<file path="config.mk">
export PLATFORM = sky130hd
export DESIGN_NAME = perf_counter_ctrl_flat
export DESIGN_NICKNAME = d
export VERILOG_FILES = /design/src/rtl/perf_counter_ctrl_if.sv /design/src/rtl/perf_counter_ctrl.sv /design/src/flat_wrapper.sv
export SDC_FILE = /design/constraint.sdc
export NUM_CORES = 1
export LEC_CHECK = 0
export BUFFER_PORTS_ARGS = -buffer_cell sky130_fd_sc_hd__buf_2
export CAP_MARGIN = 20
export CORE_MARGIN = 1
export CORE_UTILIZATION = 45
export DETAILED_ROUTE_END_ITERATION = 12
export GPL_ROUTABILITY_DRIVEN = 0
export GPL_TIMING_DRIVEN = 0
export PLACE_DENSITY_LB_ADDON = 0.3
export REMOVE_ABC_BUFFERS = 1
export SYNTH_ARGS = -nofsm -noshare
export SYNTH_HDL_FRONTEND = slang
export SYNTH_SLANG_ARGS = --single-unit
export TNS_END_PERCENT = 1
</file>
<file path="constraint.sdc">
create_clock -name clk -period 2.65 [get_ports clk]
set_clock_uncertainty 0.1 [all_clocks]
set_input_delay 0 -clock clk [delete_from_list [all_inputs] [get_ports clk]]
set_output_delay 0 -clock clk [all_outputs]
set_load 0.01 [all_outputs]
</file>
<file path="src/rtl/perf_counter_ctrl_if.sv">
// perf_counter_ctrl_if: event, config and snapshot-stream bundle.
// master drives events/config/ready; slave is the counter controller.
interface perf_counter_ctrl_if #(
  parameter int NUM_EVENTS = 32,
  parameter int NUM_CNT    = 8
);
  localparam int EW = $clog2(NUM_EVENTS);
  localparam int CW = $clog2(NUM_CNT);

  logic [NUM_EVENTS-1:0] evt;
  logic                  cfg_we;
  logic [CW-1:0]         cfg_idx;
  logic [EW-1:0]         cfg_sel;
  logic                  cfg_en;
  logic                  dump_req;
  logic                  dump_busy;
  logic                  out_valid;
  logic                  out_ready;
  logic [CW-1:0]         out_idx;
  logic [31:0]           out_data;
  logic                  out_ovf;
  logic                  dump_done;

  modport master (
    output evt,
    output cfg_we,
    output cfg_idx,
    output cfg_sel,
    output cfg_en,
    output dump_req,
    output out_ready,
    input  dump_busy,
    input  out_valid,
    input  out_idx,
    input  out_data,
    input  out_ovf,
    input  dump_done
  );

  modport slave (
    input  evt,
    input  cfg_we,
    input  cfg_idx,
    input  cfg_sel,
    input  cfg_en,
    input  dump_req,
    input  out_ready,
    output dump_busy,
    output out_valid,
    output out_idx,
    output out_data,
    output out_ovf,
    output dump_done
  );
endinterface

</file>
<file path="src/rtl/perf_counter_ctrl.sv">
// perf_counter_ctrl: shared event counters with snapshot streaming.
// Option PERF_CLEAR_ON_READ_EN: a snapshot restarts the live counters.
module perf_counter_ctrl #(
  parameter int NUM_EVENTS = 32,
  parameter int NUM_CNT    = 8
) (
  input  logic               clk,
  input  logic               rst,
  perf_counter_ctrl_if.slave bus
);
  localparam int EW = $clog2(NUM_EVENTS);
  localparam int CW = $clog2(NUM_CNT);

  typedef enum logic [1:0] {
    S_IDLE = 2'd0,
    S_SEND = 2'd1,
    S_DONE = 2'd2
  } state_t;

  state_t                   r_state;
  state_t                   w_state_nxt;
  logic [CW-1:0]            r_ptr;
  logic [CW-1:0]            w_ptr_nxt;

  logic [EW-1:0]            r_sel [NUM_CNT];
  logic [NUM_CNT-1:0]       r_en;
  logic [NUM_CNT-1:0]       r_ovf;
  logic [NUM_CNT-1:0][31:0] r_cnt;
  logic [NUM_CNT-1:0]       r_sovf;
  logic [NUM_CNT-1:0][31:0] r_scnt;

  logic [NUM_CNT-1:0]       w_hit;
  logic [NUM_CNT-1:0]       w_wr;
  logic [NUM_CNT-1:0]       w_max;
  logic                     w_snap;
  logic                     w_last;

  assign w_snap = (r_state == S_IDLE) && bus.dump_req;
  assign w_last = (r_ptr == CW'(NUM_CNT - 1));

  always_comb begin
    w_hit = '0;
    w_wr  = '0;
    w_max = '0;
    for (int i = 0; i < NUM_CNT; i++) begin
      w_hit[i] = r_en[i] && bus.evt[r_sel[i]];
      w_wr[i]  = bus.cfg_we && (int'(bus.cfg_idx) == i);
      w_max[i] = &r_cnt[i];
    end
  end

  // Config write wins over any increment or snapshot restart.
  always_ff @(posedge clk) begin
    if (rst) begin
      r_en  <= '0;
      r_ovf <= '0;
      r_cnt <= '0;
      for (int i = 0; i < NUM_CNT; i++) begin
        r_sel[i] <= '0;
      end
    end else begin
      for (int i = 0; i < NUM_CNT; i++) begin
        if (w_wr[i]) begin
          r_sel[i] <= bus.cfg_sel;
          r_en[i]  <= bus.cfg_en;
          r_cnt[i] <= '0;
          r_ovf[i] <= 1'b0;
        end
`ifdef PERF_CLEAR_ON_READ_EN
        else if (w_snap) begin
          r_cnt[i] <= {31'd0, w_hit[i]};
          r_ovf[i] <= w_hit[i] && w_max[i];
        end
`endif
        else if (w_hit[i]) begin
          r_cnt[i] <= r_cnt[i] + 32'd1;
          if (w_max[i]) begin
            r_ovf[i] <= 1'b1;
          end
        end
      end
    end
  end

  always_ff @(posedge clk) begin
    if (rst) begin
      r_scnt <= '0;
      r_sovf <= '0;
    end else if (w_snap) begin
      r_scnt <= r_cnt;
      r_sovf <= r_ovf;
    end
  end

  always_ff @(posedge clk) begin
    if (rst) begin
      r_state <= S_IDLE;
      r_ptr   <= '0;
    end else begin
      r_state <= w_state_nxt;
      r_ptr   <= w_ptr_nxt;
    end
  end

  always_comb begin
    w_state_nxt   = r_state;
    w_ptr_nxt     = r_ptr;
    bus.dump_busy = 1'b0;
    bus.out_valid = 1'b0;
    bus.out_idx   = '0;
    bus.out_data  = '0;
    bus.out_ovf   = 1'b0;
    bus.dump_done = 1'b0;
    unique case (r_state)
      S_IDLE: begin
        if (bus.dump_req) begin
          w_state_nxt = S_SEND;
          w_ptr_nxt   = '0;
        end
      end
      S_SEND: begin
        bus.dump_busy = 1'b1;
        bus.out_valid = 1'b1;
        bus.out_idx   = r_ptr;
        bus.out_data  = r_scnt[r_ptr];
        bus.out_ovf   = r_sovf[r_ptr];
        if (bus.out_ready) begin
          if (w_last) begin
            w_state_nxt = S_DONE;
          end else begin
            w_ptr_nxt = r_ptr + CW'(1);
          end
        end
      end
      S_DONE: begin
        bus.dump_busy = 1'b1;
        bus.dump_done = 1'b1;
        w_state_nxt   = S_IDLE;
      end
      default: begin
        w_state_nxt = S_IDLE;
      end
    endcase
  end
endmodule

</file>
<file path="src/flat_wrapper.sv">
// flat-port wrapper written by rule: the top's interface ports become plain ports
module perf_counter_ctrl_flat 
#(
  parameter int NUM_EVENTS = 32,
  parameter int NUM_CNT    = 8
)
  (clk, rst, bus_evt, bus_cfg_we, bus_cfg_idx, bus_cfg_sel, bus_cfg_en, bus_dump_req, bus_out_ready, bus_dump_busy, bus_out_valid, bus_out_idx, bus_out_data, bus_out_ovf, bus_dump_done);
  perf_counter_ctrl_if #(.NUM_EVENTS(NUM_EVENTS), .NUM_CNT(NUM_CNT)) bus_i ();
  input  logic clk;
  input  logic rst;
  input wire logic [$bits(bus_i.evt)-1:0] bus_evt;
  input wire logic [$bits(bus_i.cfg_we)-1:0] bus_cfg_we;
  input wire logic [$bits(bus_i.cfg_idx)-1:0] bus_cfg_idx;
  input wire logic [$bits(bus_i.cfg_sel)-1:0] bus_cfg_sel;
  input wire logic [$bits(bus_i.cfg_en)-1:0] bus_cfg_en;
  input wire logic [$bits(bus_i.dump_req)-1:0] bus_dump_req;
  input wire logic [$bits(bus_i.out_ready)-1:0] bus_out_ready;
  output wire logic [$bits(bus_i.dump_busy)-1:0] bus_dump_busy;
  output wire logic [$bits(bus_i.out_valid)-1:0] bus_out_valid;
  output wire logic [$bits(bus_i.out_idx)-1:0] bus_out_idx;
  output wire logic [$bits(bus_i.out_data)-1:0] bus_out_data;
  output wire logic [$bits(bus_i.out_ovf)-1:0] bus_out_ovf;
  output wire logic [$bits(bus_i.dump_done)-1:0] bus_dump_done;
  assign bus_i.evt = bus_evt;
  assign bus_i.cfg_we = bus_cfg_we;
  assign bus_i.cfg_idx = bus_cfg_idx;
  assign bus_i.cfg_sel = bus_cfg_sel;
  assign bus_i.cfg_en = bus_cfg_en;
  assign bus_i.dump_req = bus_dump_req;
  assign bus_i.out_ready = bus_out_ready;
  assign bus_dump_busy = bus_i.dump_busy;
  assign bus_out_valid = bus_i.out_valid;
  assign bus_out_idx = bus_i.out_idx;
  assign bus_out_data = bus_i.out_data;
  assign bus_out_ovf = bus_i.out_ovf;
  assign bus_dump_done = bus_i.dump_done;
  perf_counter_ctrl #(.NUM_EVENTS(NUM_EVENTS), .NUM_CNT(NUM_CNT)) u_core (.clk(clk), .rst(rst), .bus(bus_i));
endmodule
</file>
==> impl_results.md <==
* Status: finished, violations left
* Violated checks: setup timing
* Mapped Area at 0.0283 mm²
* Slowest cell on the critical path: o31ai_4
* Clock insertion delay at the later pin of the skew report at 0.64 ns
* Site Rows at 91
* Hold path depth at 5
* CP peak stage delay at 0.52 ns
* Area of the multi-input gates at 0.0159 mm²
* Post-synth EDFFs at 40
* Vias per inst at 6.02
* Setup slack at placement at -1.06 ns
* Peak VDD IR at 0.506 mV
* Crit Path Category: reg2reg
* Ys flop type: dfxtp_1
* Initial core utilization at 0.457
* WP buf/inv at 3
* Die height at 253 µm
* Worst setup SP type: flip-flop
* Synth Area per Inst at 8.75 µm²
* Post-Route Setup TNS at -2.62 ns
* Ys Warns at 0
* Die area at 0.0639 mm²
* Avg WL per Cell at 20.5 µm
* Post-synth cell types at 89
* Core ar. at 0.0619 mm²
* FF+latch count, synth at 581
* Top-area cell type share of the netlist area at 0.383
* Num CTS Buffers at 61
* Area leader, netlist: dfxtp_1
* Initial DRC Count at 2387
* Worst hold path type: in2reg
* Final Cycle Share at 1.05
* Synth area leaders: dfxtp_1, mux4_2, nand2_1, a21oi_1, edfxtp_1
* Psw at 5.14 mW
* Final setup violation count at 64
* Final ANT Viol Nets at 0
* Async S/R FF share, synth at 0
* DRC violations left at 0
* Layout cells sized above 1 at 0.171
* Worst Setup Slack, final at -0.143 ns
* R2r worst-path depth at 9
* Critical path data arrival time at 3.26 ns
* Reg area at 0.0121 mm²
* Overall routing resource usage at 0.258
* Die Wd at 253 µm
* Worst-path clk slew at 0.07 ns
* Post-layout util at 0.540
* Sequential share of the synthesized area at 0.425
* Comb power frac at 0.105
* Critical path depth at 9
* Max-slew violation count at 0
* CTS Buffer Depth at 3
* Via Count at 25140
* Clock tree root driver cell: clkbuf_16
* Nets at 3348
* Detail Placement HPWL at 56.2 mm
* Clock power share at 0.448
* Boundary Pins at 85
* Vias in the first global route at 22419
* Worst path cell trace: buf_4 -> mux2_2 -> o22ai_1 -> o31ai_4 -> buf_4 -> o2111ai_4 -> buf_12 -> or3_1 -> a21oi_1
* Fmax at 358 MHz
* Switch share at 0.256
* CP dominant cell by count: buf_4
* Final hold vios at 0
* RSZ-0062 raised after global routing: yes
* Worst slew margin at 0.326
* CTS tree: built
* Filler cells at 5608
* Max Cap Viol at 0
* # H-tree levels at 2
* CTS Sinks at 581
* Power per Cell Area at 600 mW/mm²
* Power share of the sequential group at 0.448
* Initial antenna violation count at 0
* Critical path fanouts, max at 12
* Crit-path leading delay family: compound AO/OA/AOI/OAI gates
* Pleak at 10.7 nW
* Grt total ovfl at 0
* Worst slew pin tran at 1.01 ns
* Largest net degree at the start of global routing at 129
* Worst Path Required at 3.11 ns
* Buffers on Ports at 84
* Final WL at 85.7 mm
* Global-route wire length before repair at 129 mm
* Worst Setup End Kind: flip-flop
* Top-count cell post-synth: nand2_1
* Period minus WS final at 2.79 ns
* Synth top cells by count: nand2_1, dfxtp_1, a21oi_1
* Area Overhead vs Synth at 18.2%
* Instance count of the mapped netlist at 3232
* Power Internal at 14.9 mW
* DRT Pass-1 Iters at 6
-- tightest hold or removal path: cells and delay by family --
family / cells / cell delay [ns]
buffers and inverters: 3 / 0.40
AOI/OAI and AO/OA: 2 / 0.30
-- per-stage QoR --
stage                     hold slack [ns]  power [mW]  std cells  instance area, µm²
after CTS                         -0.0979        20.0       4132               32700
after floorplan                   -0.0309        10.1       3017               27400
after detailed placement            0.283        10.9       3969               29600
after global placement              0.268        10.6       3938               28900
final                              0.0217        20.1       4175               33500
after global routing               0.0255        20.7       4174               33500
-- per-layer routing --
metal / vias to the layer above / routed length [µm] / global-route usage
met5: - / 0 / 0
met4: 0 / 2450 / 0.0739
met3: 168 / 7140 / 0.0469
met2: 1015 / 38300 / 0.395
met1: 12143 / 37900 / 0.369
li1: 11814 / - / -
-- cell type report --
| type | instances | share of cell area |
|---|---|---|
| clock inverter | 21 | 0.00800 |
| timing repair inverter | 1 | 0.000150 |
| multi-input combinational | 2358 | 0.475 |
| timing repair buffer | 203 | 0.0595 |
| tap | 837 | 0.0313 |
| inverter | 83 | 0.00991 |
| antenna | 1 | 0.0000748 |
| sequential | 581 | 0.360 |
| clock buffer | 90 | 0.0555 |
-- what timing repair did --
item,4_1_cts,5_1_grt
gates cloned,3,4
setup buffers,17,35
resized for setup,93,98
pin swaps,48,41
hold buffers,32,2
endpoints found under the hold margin,225,58
setup endpoints to repair,259,284
-- state kept, by name (all words and copies together), names as in the netlist --
name and flops:
u_core.r_cnt 256, u_core.r_en 8, u_core.r_ovf 8, u_core.r_ptr 3, u_core.r_scnt 256, u_core.r_sel 40, u_core.r_sovf 8, u_core.r_state 2
-- final timing paths --
kind	start	to	slack (ns)
setup / recovery	u_core.r_sel[0][31]$_DFFE_PP_	u_core.r_cnt[219]$_SDFFE_PP0N_	-0.14
hold / removal	rst	u_core.r_cnt[93]$_SDFFE_PP0N_	0.02
setup reg to reg	u_core.r_sel[0][31]$_DFFE_PP_	u_core.r_cnt[219]$_SDFFE_PP0N_	-0.14
hold reg to reg	u_core.r_ovf[4]$_SDFFE_PP0P_	u_core.r_sovf[4]$_SDFFE_PP0P_	0.34
-- power groups by stage --
stage                     Sequential, mW  Combinational (mW)  Clock [mW]
after global placement              9.23                1.39           0
after CTS                           9.00                1.91        9.09
after floorplan                     9.19               0.915           0
final                               8.99                2.10        8.99
after global routing                9.00                2.22        9.47
after detailed placement            9.21                1.73           0
-- logic make-up (layout without fill, tap and decap cells) --
family                   after synthesis  in the layout  synth area share
adder cells (fa/ha/maj)               13             13           0.00575
AO/OA/AOI/OAI                        679            680             0.140
AND/OR/NAND/NOR                     1388           1392             0.234
other                                  0              1                 0
XOR/XNOR                              54             54            0.0167
multiplexers                         219            219             0.136
buffers and inverters                298            398            0.0424
flip-flops                           581            581             0.425
-- cell usage in the layout (no fill, tap or decap), types with 12 or more instances in the layout --
| master | n |
|---|---|
| and4_1 | 28 |
| nor3_1 | 32 |
| o21ai_1 | 12 |
| o21ai_0 | 72 |
| dfxtp_1 | 528 |
| and2_1 | 21 |
| mux2_2 | 17 |
| nand4_1 | 68 |
| and3_1 | 34 |
| edfxtp_1 | 40 |
| a21oi_1 | 414 |
| o31ai_1 | 41 |
| clkbuf_8 | 20 |
| mux2i_1 | 56 |
| or3_1 | 79 |
| o211ai_1 | 26 |
| clkbuf_16 | 62 |
| nor4_1 | 26 |
| ha_1 | 12 |
| nand2_1 | 692 |
| nand3_1 | 81 |
| dlygate4sd3_1 | 29 |
| nor2_1 | 153 |
| xnor2_1 | 44 |
| nand2b_1 | 34 |
| inv_1 | 77 |
| mux4_2 | 123 |
| o21a_1 | 16 |
| or4_1 | 58 |
| buf_2 | 87 |
| buf_4 | 41 |
| buf_16 | 20 |
Power figures use the tool's default switching activity.
